## config.mk

```make
export PLATFORM = sky130hd
export DESIGN_NAME = car_detect_cond_flat
export DESIGN_NICKNAME = d
export VERILOG_FILES = /design/src/rtl/car_detect_cond_if.sv /design/src/rtl/car_detect_cond.sv /design/src/flat_wrapper.sv
export SDC_FILE = /design/constraint.sdc
export NUM_CORES = 1
export LEC_CHECK = 0
export CAP_MARGIN = 40
export CORE_MARGIN = 2
export CORE_UTILIZATION = 30
export CTS_BUF_LIST = sky130_fd_sc_hd__clkbuf_16
export DETAILED_ROUTE_END_ITERATION = 7
export GPL_ROUTABILITY_DRIVEN = 0
export PLACE_DENSITY_LB_ADDON = 0.3
export SYNTH_ARGS = -nofsm -noshare
export SYNTH_HDL_FRONTEND = slang
export SYNTH_SLANG_ARGS = --single-unit
```

## constraint.sdc

```tcl
create_clock -name clk -period 2.4 [get_ports clk]
set_input_delay 0.36 -clock clk [delete_from_list [all_inputs] [get_ports clk]]
set_output_delay 0.36 -clock clk [all_outputs]
set_load 0.01 [all_outputs]
```

## src/rtl/car_detect_cond_if.sv

```systemverilog
// rtl/car_detect_cond_if.sv - signal bundle between the loop conditioner and its controller side
// Purpose: groups the conditioner's sensor input, controller light state and
//          conditioned outputs into one bundle; clk and clr_n stay outside.
// Signals:
//   loop_raw  raw loop detector level (asynchronous to clk, may bounce)
//   cntry     country light state: 0=RED 1=YELLOW 2=GREEN 3=not GREEN
//   x         registered demand bit for the controller
//   fault     loop stuck-on flag
//   car_cnt   saturating count of debounced vehicle arrivals
// Modports: master drives loop_raw/cntry, slave (the conditioner) drives x/fault/car_cnt.
interface car_detect_cond_if #(
  parameter int CW = 8
) ();
  logic          loop_raw;
  logic [1:0]    cntry;
  logic          x;
  logic          fault;
  logic [CW-1:0] car_cnt;

  modport master (output loop_raw, output cntry, input x, input fault, input car_cnt);
  modport slave  (input loop_raw, input cntry, output x, output fault, output car_cnt);
endinterface

```

## src/rtl/car_detect_cond.sv

```systemverilog
// rtl/car_detect_cond.sv - country-road loop conditioner producing the demand bit x
// Purpose: synchronises and debounces the loop sensor, latches demand until the
//          country road is served, limits service with gap and max-green timers,
//          flags a stuck-on loop and counts vehicle arrivals.
// Ports:
//   clk    system clock, all flops on posedge
//   clr_n  asynchronous active-low reset
//   bus    car_detect_cond_if.slave: loop_raw, cntry in; x, fault, car_cnt out
module car_detect_cond #(
  parameter int DEB_CYCLES   = 4,
  parameter int GAP_CYCLES   = 8,
  parameter int MAX_GREEN    = 32,
  parameter int STUCK_CYCLES = 256,
  parameter int CW           = 8
) (
  input  logic              clk,
  input  logic              clr_n,
  car_detect_cond_if.slave  bus
);

  localparam int DW = $clog2(DEB_CYCLES + 1);
  localparam int GW = $clog2(GAP_CYCLES + 1);
  localparam int MW = $clog2(MAX_GREEN + 1);
  localparam int SW = $clog2(STUCK_CYCLES + 1);

  localparam logic [DW-1:0] DEB_LIM  = DW'(DEB_CYCLES);
  localparam logic [GW-1:0] GAP_LD   = GW'(GAP_CYCLES);
  localparam logic [MW-1:0] GRN_LAST = MW'(MAX_GREEN - 1);
  localparam logic [SW-1:0] STK_LIM  = SW'(STUCK_CYCLES);
  localparam logic [1:0]    GREEN    = 2'd2;

  typedef enum logic [3:0] {
    ST_IDLE    = 4'b0001,
    ST_REQ     = 4'b0010,
    ST_SERVE   = 4'b0100,
    ST_RELEASE = 4'b1000
  } state_t;

  logic          s1_q, s2_q;
  logic          det_q, det_d, det_dly_q;
  logic [DW-1:0] deb_cnt_q, deb_cnt_d;
  logic [SW-1:0] stk_q, stk_d;
  logic          fault_q, fault_d;
  logic [CW-1:0] car_cnt_q, car_cnt_d;
  logic          det_rise;

  state_t        state_q;
  logic          x_q;
  logic [GW-1:0] gap_q, gap_nxt;
  logic [MW-1:0] grn_q;

  always_comb begin
    // Debounce: det only flips after DEB_CYCLES+1 consecutive disagreeing samples.
    det_d     = det_q;
    deb_cnt_d = '0;
    if (s2_q != det_q) begin
      if (deb_cnt_q == DEB_LIM) begin
        det_d = ~det_q;
      end else begin
        deb_cnt_d = deb_cnt_q + 1'b1;
      end
    end

    det_rise  = det_q & ~det_dly_q;
    car_cnt_d = car_cnt_q;
    if (det_rise && (car_cnt_q != '1)) begin
      car_cnt_d = car_cnt_q + 1'b1;
    end

    // Stuck-on run length saturates; fault follows it and drops once det is low.
    stk_d   = '0;
    fault_d = 1'b0;
    if (det_q) begin
      stk_d   = (stk_q == STK_LIM) ? stk_q : stk_q + 1'b1;
      fault_d = (stk_d == STK_LIM);
    end

    // A stuck loop must not keep the green alive, so fault blocks the gap reload.
    gap_nxt = (det_q && !fault_q) ? GAP_LD : gap_q - 1'b1;
  end

  always_ff @(posedge clk or negedge clr_n) begin
    if (!clr_n) begin
      s1_q      <= 1'b0;
      s2_q      <= 1'b0;
      det_q     <= 1'b0;
      det_dly_q <= 1'b0;
      deb_cnt_q <= '0;
      stk_q     <= '0;
      fault_q   <= 1'b0;
      car_cnt_q <= '0;
    end else begin
      s1_q      <= bus.loop_raw;
      s2_q      <= s1_q;
      det_q     <= det_d;
      det_dly_q <= det_q;
      deb_cnt_q <= deb_cnt_d;
      stk_q     <= stk_d;
      fault_q   <= fault_d;
      car_cnt_q <= car_cnt_d;
    end
  end

  // Gap expiry is judged on the decremented value, max green on cycles already served.
  always_ff @(posedge clk or negedge clr_n) begin
    if (!clr_n) begin
      state_q <= ST_IDLE;
      x_q     <= 1'b0;
      gap_q   <= '0;
      grn_q   <= '0;
    end else begin
      case (state_q)
        ST_IDLE: begin
          if (det_q || fault_q) begin
            state_q <= ST_REQ;
            x_q     <= 1'b1;
          end
        end
        ST_REQ: begin
          if (bus.cntry == GREEN) begin
            state_q <= ST_SERVE;
            gap_q   <= GAP_LD;
            grn_q   <= '0;
          end
        end
        ST_SERVE: begin
          if ((bus.cntry != GREEN) || (grn_q == GRN_LAST) || (gap_nxt == '0)) begin
            state_q <= ST_RELEASE;
            x_q     <= 1'b0;
          end else begin
            grn_q <= grn_q + 1'b1;
            gap_q <= gap_nxt;
          end
        end
        ST_RELEASE: begin
          if (bus.cntry != GREEN) begin
            state_q <= ST_IDLE;
          end
        end
        default: begin
          state_q <= ST_IDLE;
          x_q     <= 1'b0;
        end
      endcase
    end
  end

  assign bus.x       = x_q;
  assign bus.fault   = fault_q;
  assign bus.car_cnt = car_cnt_q;

endmodule

```

## src/flat_wrapper.sv

```systemverilog
// flat-port wrapper written by rule: the top's interface ports become plain ports
module car_detect_cond_flat 
#(
  parameter int DEB_CYCLES   = 4,
  parameter int GAP_CYCLES   = 8,
  parameter int MAX_GREEN    = 32,
  parameter int STUCK_CYCLES = 256,
  parameter int CW           = 8
)
  (clk, clr_n, bus_loop_raw, bus_cntry, bus_x, bus_fault, bus_car_cnt);
  car_detect_cond_if #(.CW(CW)) bus_i ();
  input  logic clk;
  input  logic clr_n;
  input wire logic [$bits(bus_i.loop_raw)-1:0] bus_loop_raw;
  input wire logic [$bits(bus_i.cntry)-1:0] bus_cntry;
  output wire logic [$bits(bus_i.x)-1:0] bus_x;
  output wire logic [$bits(bus_i.fault)-1:0] bus_fault;
  output wire logic [$bits(bus_i.car_cnt)-1:0] bus_car_cnt;
  assign bus_i.loop_raw = bus_loop_raw;
  assign bus_i.cntry = bus_cntry;
  assign bus_x = bus_i.x;
  assign bus_fault = bus_i.fault;
  assign bus_car_cnt = bus_i.car_cnt;
  car_detect_cond #(.DEB_CYCLES(DEB_CYCLES), .GAP_CYCLES(GAP_CYCLES), .MAX_GREEN(MAX_GREEN), .STUCK_CYCLES(STUCK_CYCLES), .CW(CW)) u_core (.clk(clk), .clr_n(clr_n), .bus(bus_i));
endmodule
```

==> impl_metrics.csv <==
group,metric,value,unit
outcome,status,"complete, no violations",
timing,fin_crit_sh,80.46,%
setup_path,cp-startpoint,"u_core.gap_q[0]",
floorplan,coreArea,6719,um2
timing,fin_skew,0.004428,ns
synth,synthXorXnorAreaFrac,8.505,%
synth,syn_area_per_cell,10.30,um2
layout,fin_cells,299,
timing,timing.final.ws_setup,0.4689,ns
detailed_routing,drtIter0Drc,71,
setup_path,required,2.57,ns
layout,final_layout_size_suffix_gt1_share,8.676,%
setup_path,arrival,2.10,ns
global_route,antenna_found_initial,0,
pwr,ir_drop,0.0002938,V
layout,num-fill-cells,685,
timing,fmax,517.8,MHz
floorplan,die_w,86.86,um
detailed_routing,vias,1484,
setup_path,endpoint_kind,"register",
detailed_routing,first_pass_iters,4,
clocking,cts.clk_slew.worst_paths,0.06,ns
clocking,clockBufferDepth,2,
timing,holdWs,0.3525,ns
synth,ys_ff_latch,40,
pwr,p_per_area,956.2,nW/um2
global_route,grt_pass1_wl,6624,um
synth,synth-simple-area-share,22.30,%
synth,synthMuxAreaShare,1.580,%
place,dpl.cell_count,290,
setup_path,slowest_stage,"o21ai_1",
floorplan,row_count,30,
global_route,gr-total-overflow,0,
setup_path,path_cells,"inv_1 > ha_1 > xor2_1 > or2_2 > o21ai_1 > o21ai_1 > o21a_1",
setup_path,cpPeakStageDelay,0.43,ns
clocking,htree_levels,2,
setup_path,cp_max_fo,8,
timing,rsz0062_at_grt,"no",
synth,syn_area,2059,um2
clocking,cts_tree,"built",
clocking,cts_setup_buffers,0,
detailed_routing,via_per_inst,4.963,
layout,final_cell_area,2460,um2
synth,syn-instance-count,200,
clocking,clock_latency,0.28,ns
synth,async_reset_ff_share,100.0,%
min_path,hold_path_class,"reg2reg",
layout,n_antenna_cell,0,
floorplan,start_util,30.65,%
synth,ys_seq_area_share,48.66,%
layout,area.growth.synth_to_final,19.44,%
synth,synth.net_count,212,
floorplan,num_io_pins,15,
synth,synth_compound_area_share,11.00,%
setup_path,cpLargestDelayFamily,"compound AO/OA/AOI/OAI gates",
setup_path,path_class,"reg2reg",
layout,layout.nets,230,
detailed_routing,wl_per_cell,12.83,um
timing,worst_pin_slew,0.5086,ns
synth,ys_warn_count,0,
layout,layout_commonest_cell,"dfrtp_1",
timing,period_needed,1.931,ns
timing,setup_viol,0,
setup_path,reg2reg_from,"u_core.gap_q[0]",
synth,yosys.area_share.adder,4.253,%
setup_path,cp_num_buf_inv,1,
place,io_buffers,14,
synth,ys.flop_type,"dfrtp_1",
detailed_routing,wirelength,3835,um
layout,postLayoutCoreUtil,36.61,%
timing,max_slew_margin,65.86,%
run,cap_viol_max_count,0,
floorplan,die-height,86.86,um
synth,synth_edf_count,0,
global_route,grt_max_degree,32,
pwr,p_total,2.352,mW
min_path,hp-start,"u_core.s1_q",
floorplan,die-area,7544,um2
setup_path,cpMostUsedCell,"o21ai_1",
pwr,power.leakage,1.079,nW
place,placed_area,2286,um2
detailed_routing,drc,0,
synth,ys_types,51,
place,dp_hpwl,2644,um
global_route,grt_pass1_vias,1396,
detailed_routing,drtAntennaViolNets,0,
timing,slew_violations,0,
clocking,cts-root-buf,"clkbuf_16",
layout,layout_common_cells,"dfrtp_1, nand2_1, clkdlybuf4s50_1",
setup_path,setup.worst_path.start_class,"register",
clocking,clock_sinks,40,
synth,synth_top_family_by_area,"simple AND/OR/NAND/NOR gates",
place,place_ws,0.3621,ns
clocking,numCtsBuffers,5,
timing,fin_setup_tns,0,ns
timing,hold_viol,0,
global_route,groute.usage.overall,11.15,%
==> timing repair <==
item	4_1_cts	5_1_grt
resized for setup	0	0
endpoints found under the hold margin	9	0
hold buffers	1	0
==> synth_stat cells (all sizes together) (2+ instances only) <==
cell	instances	area, um2
a21oi	5	25.02
a31oi	3	18.77
and2	8	50.05
and3	2	12.51
buf	4	28.78
clkbuf	2	7.510
dfrtp	39	975.9
ha	7	87.58
inv	10	40.04
mux2	2	22.52
nand2	13	48.80
nand2b	3	18.77
nand3	11	55.05
nand3b	3	22.52
nand4	7	43.79
nor2	13	51.30
nor2b	4	25.02
nor3	6	30.03
nor3b	2	15.01
o21a	3	30.02
o21ai	10	50.05
or2b	2	15.01
xnor2	11	96.34
xor2	9	78.83
==> kinds of logic after synthesis <==
logic type / Yosys count
AOI/OAI and AO/OA: 33
xor gates and xnor gates: 20
muxes: 3
adders and majority gates: 7
DFF: 40
and+or+nand+nor: 81
buffers and inverters: 16
==> metal layers <==
layer	vias up	global-route usage [%]	part of all wire [%]
met5	-	0	0
met4	0	4.688	1.8
met3	7	3.223	3.6
met2	16	16.66	45
met1	723	15.07	50
li1	738	-	-
==> area by class of cell <==
cell class	count	area (um2)	share of cell area (%)
Multi-Input combinational cell	144	980.9	39.88
Sequential cell	40	1002	40.74
Clock inverter	3	38.79	1.577
Tap cell	80	100.1	4.069
Clock buffer	5	125.1	5.086
Inverter	10	40.04	1.628
Timing Repair Buffer	17	172.7	7.019
==> path summary, 6_finish.rpt <==
check	to	slack (ns)	cells after the start
worst min register to register	u_core.s2_q	0.35	0
min in group asynchronous	u_core.bus.car_cnt[4]	0.48	2
worst min-delay path	u_core.s2_q	0.35	0
worst max-delay path	u_core.bus.x	0.47	7
max in group asynchronous	u_core.state_q[0]	1.41	3
worst max register to register	u_core.bus.x	0.47	7
==> power by group <==
part | internal (mW) | leakage, nW | switching, mW | total [mW]
Clock | 0.485 | 0.0850 | 0.260 | 0.744
Combinational | 0.322 | 0.468 | 0.309 | 0.631
Sequential | 0.817 | 0.526 | 0.160 | 0.977
Total | 1.62 | 1.08 | 0.729 | 2.35
==> flip-flops by register name, summed over array words and instances (netlist names), 3 cells and up <==
register	flops
u_core.stk_q	9
u_core.bus.car_cnt	8
u_core.grn_q	6
u_core.gap_q	4
u_core.state_q	4
u_core.deb_cnt_q	3
Power figures use the tool's default switching activity.
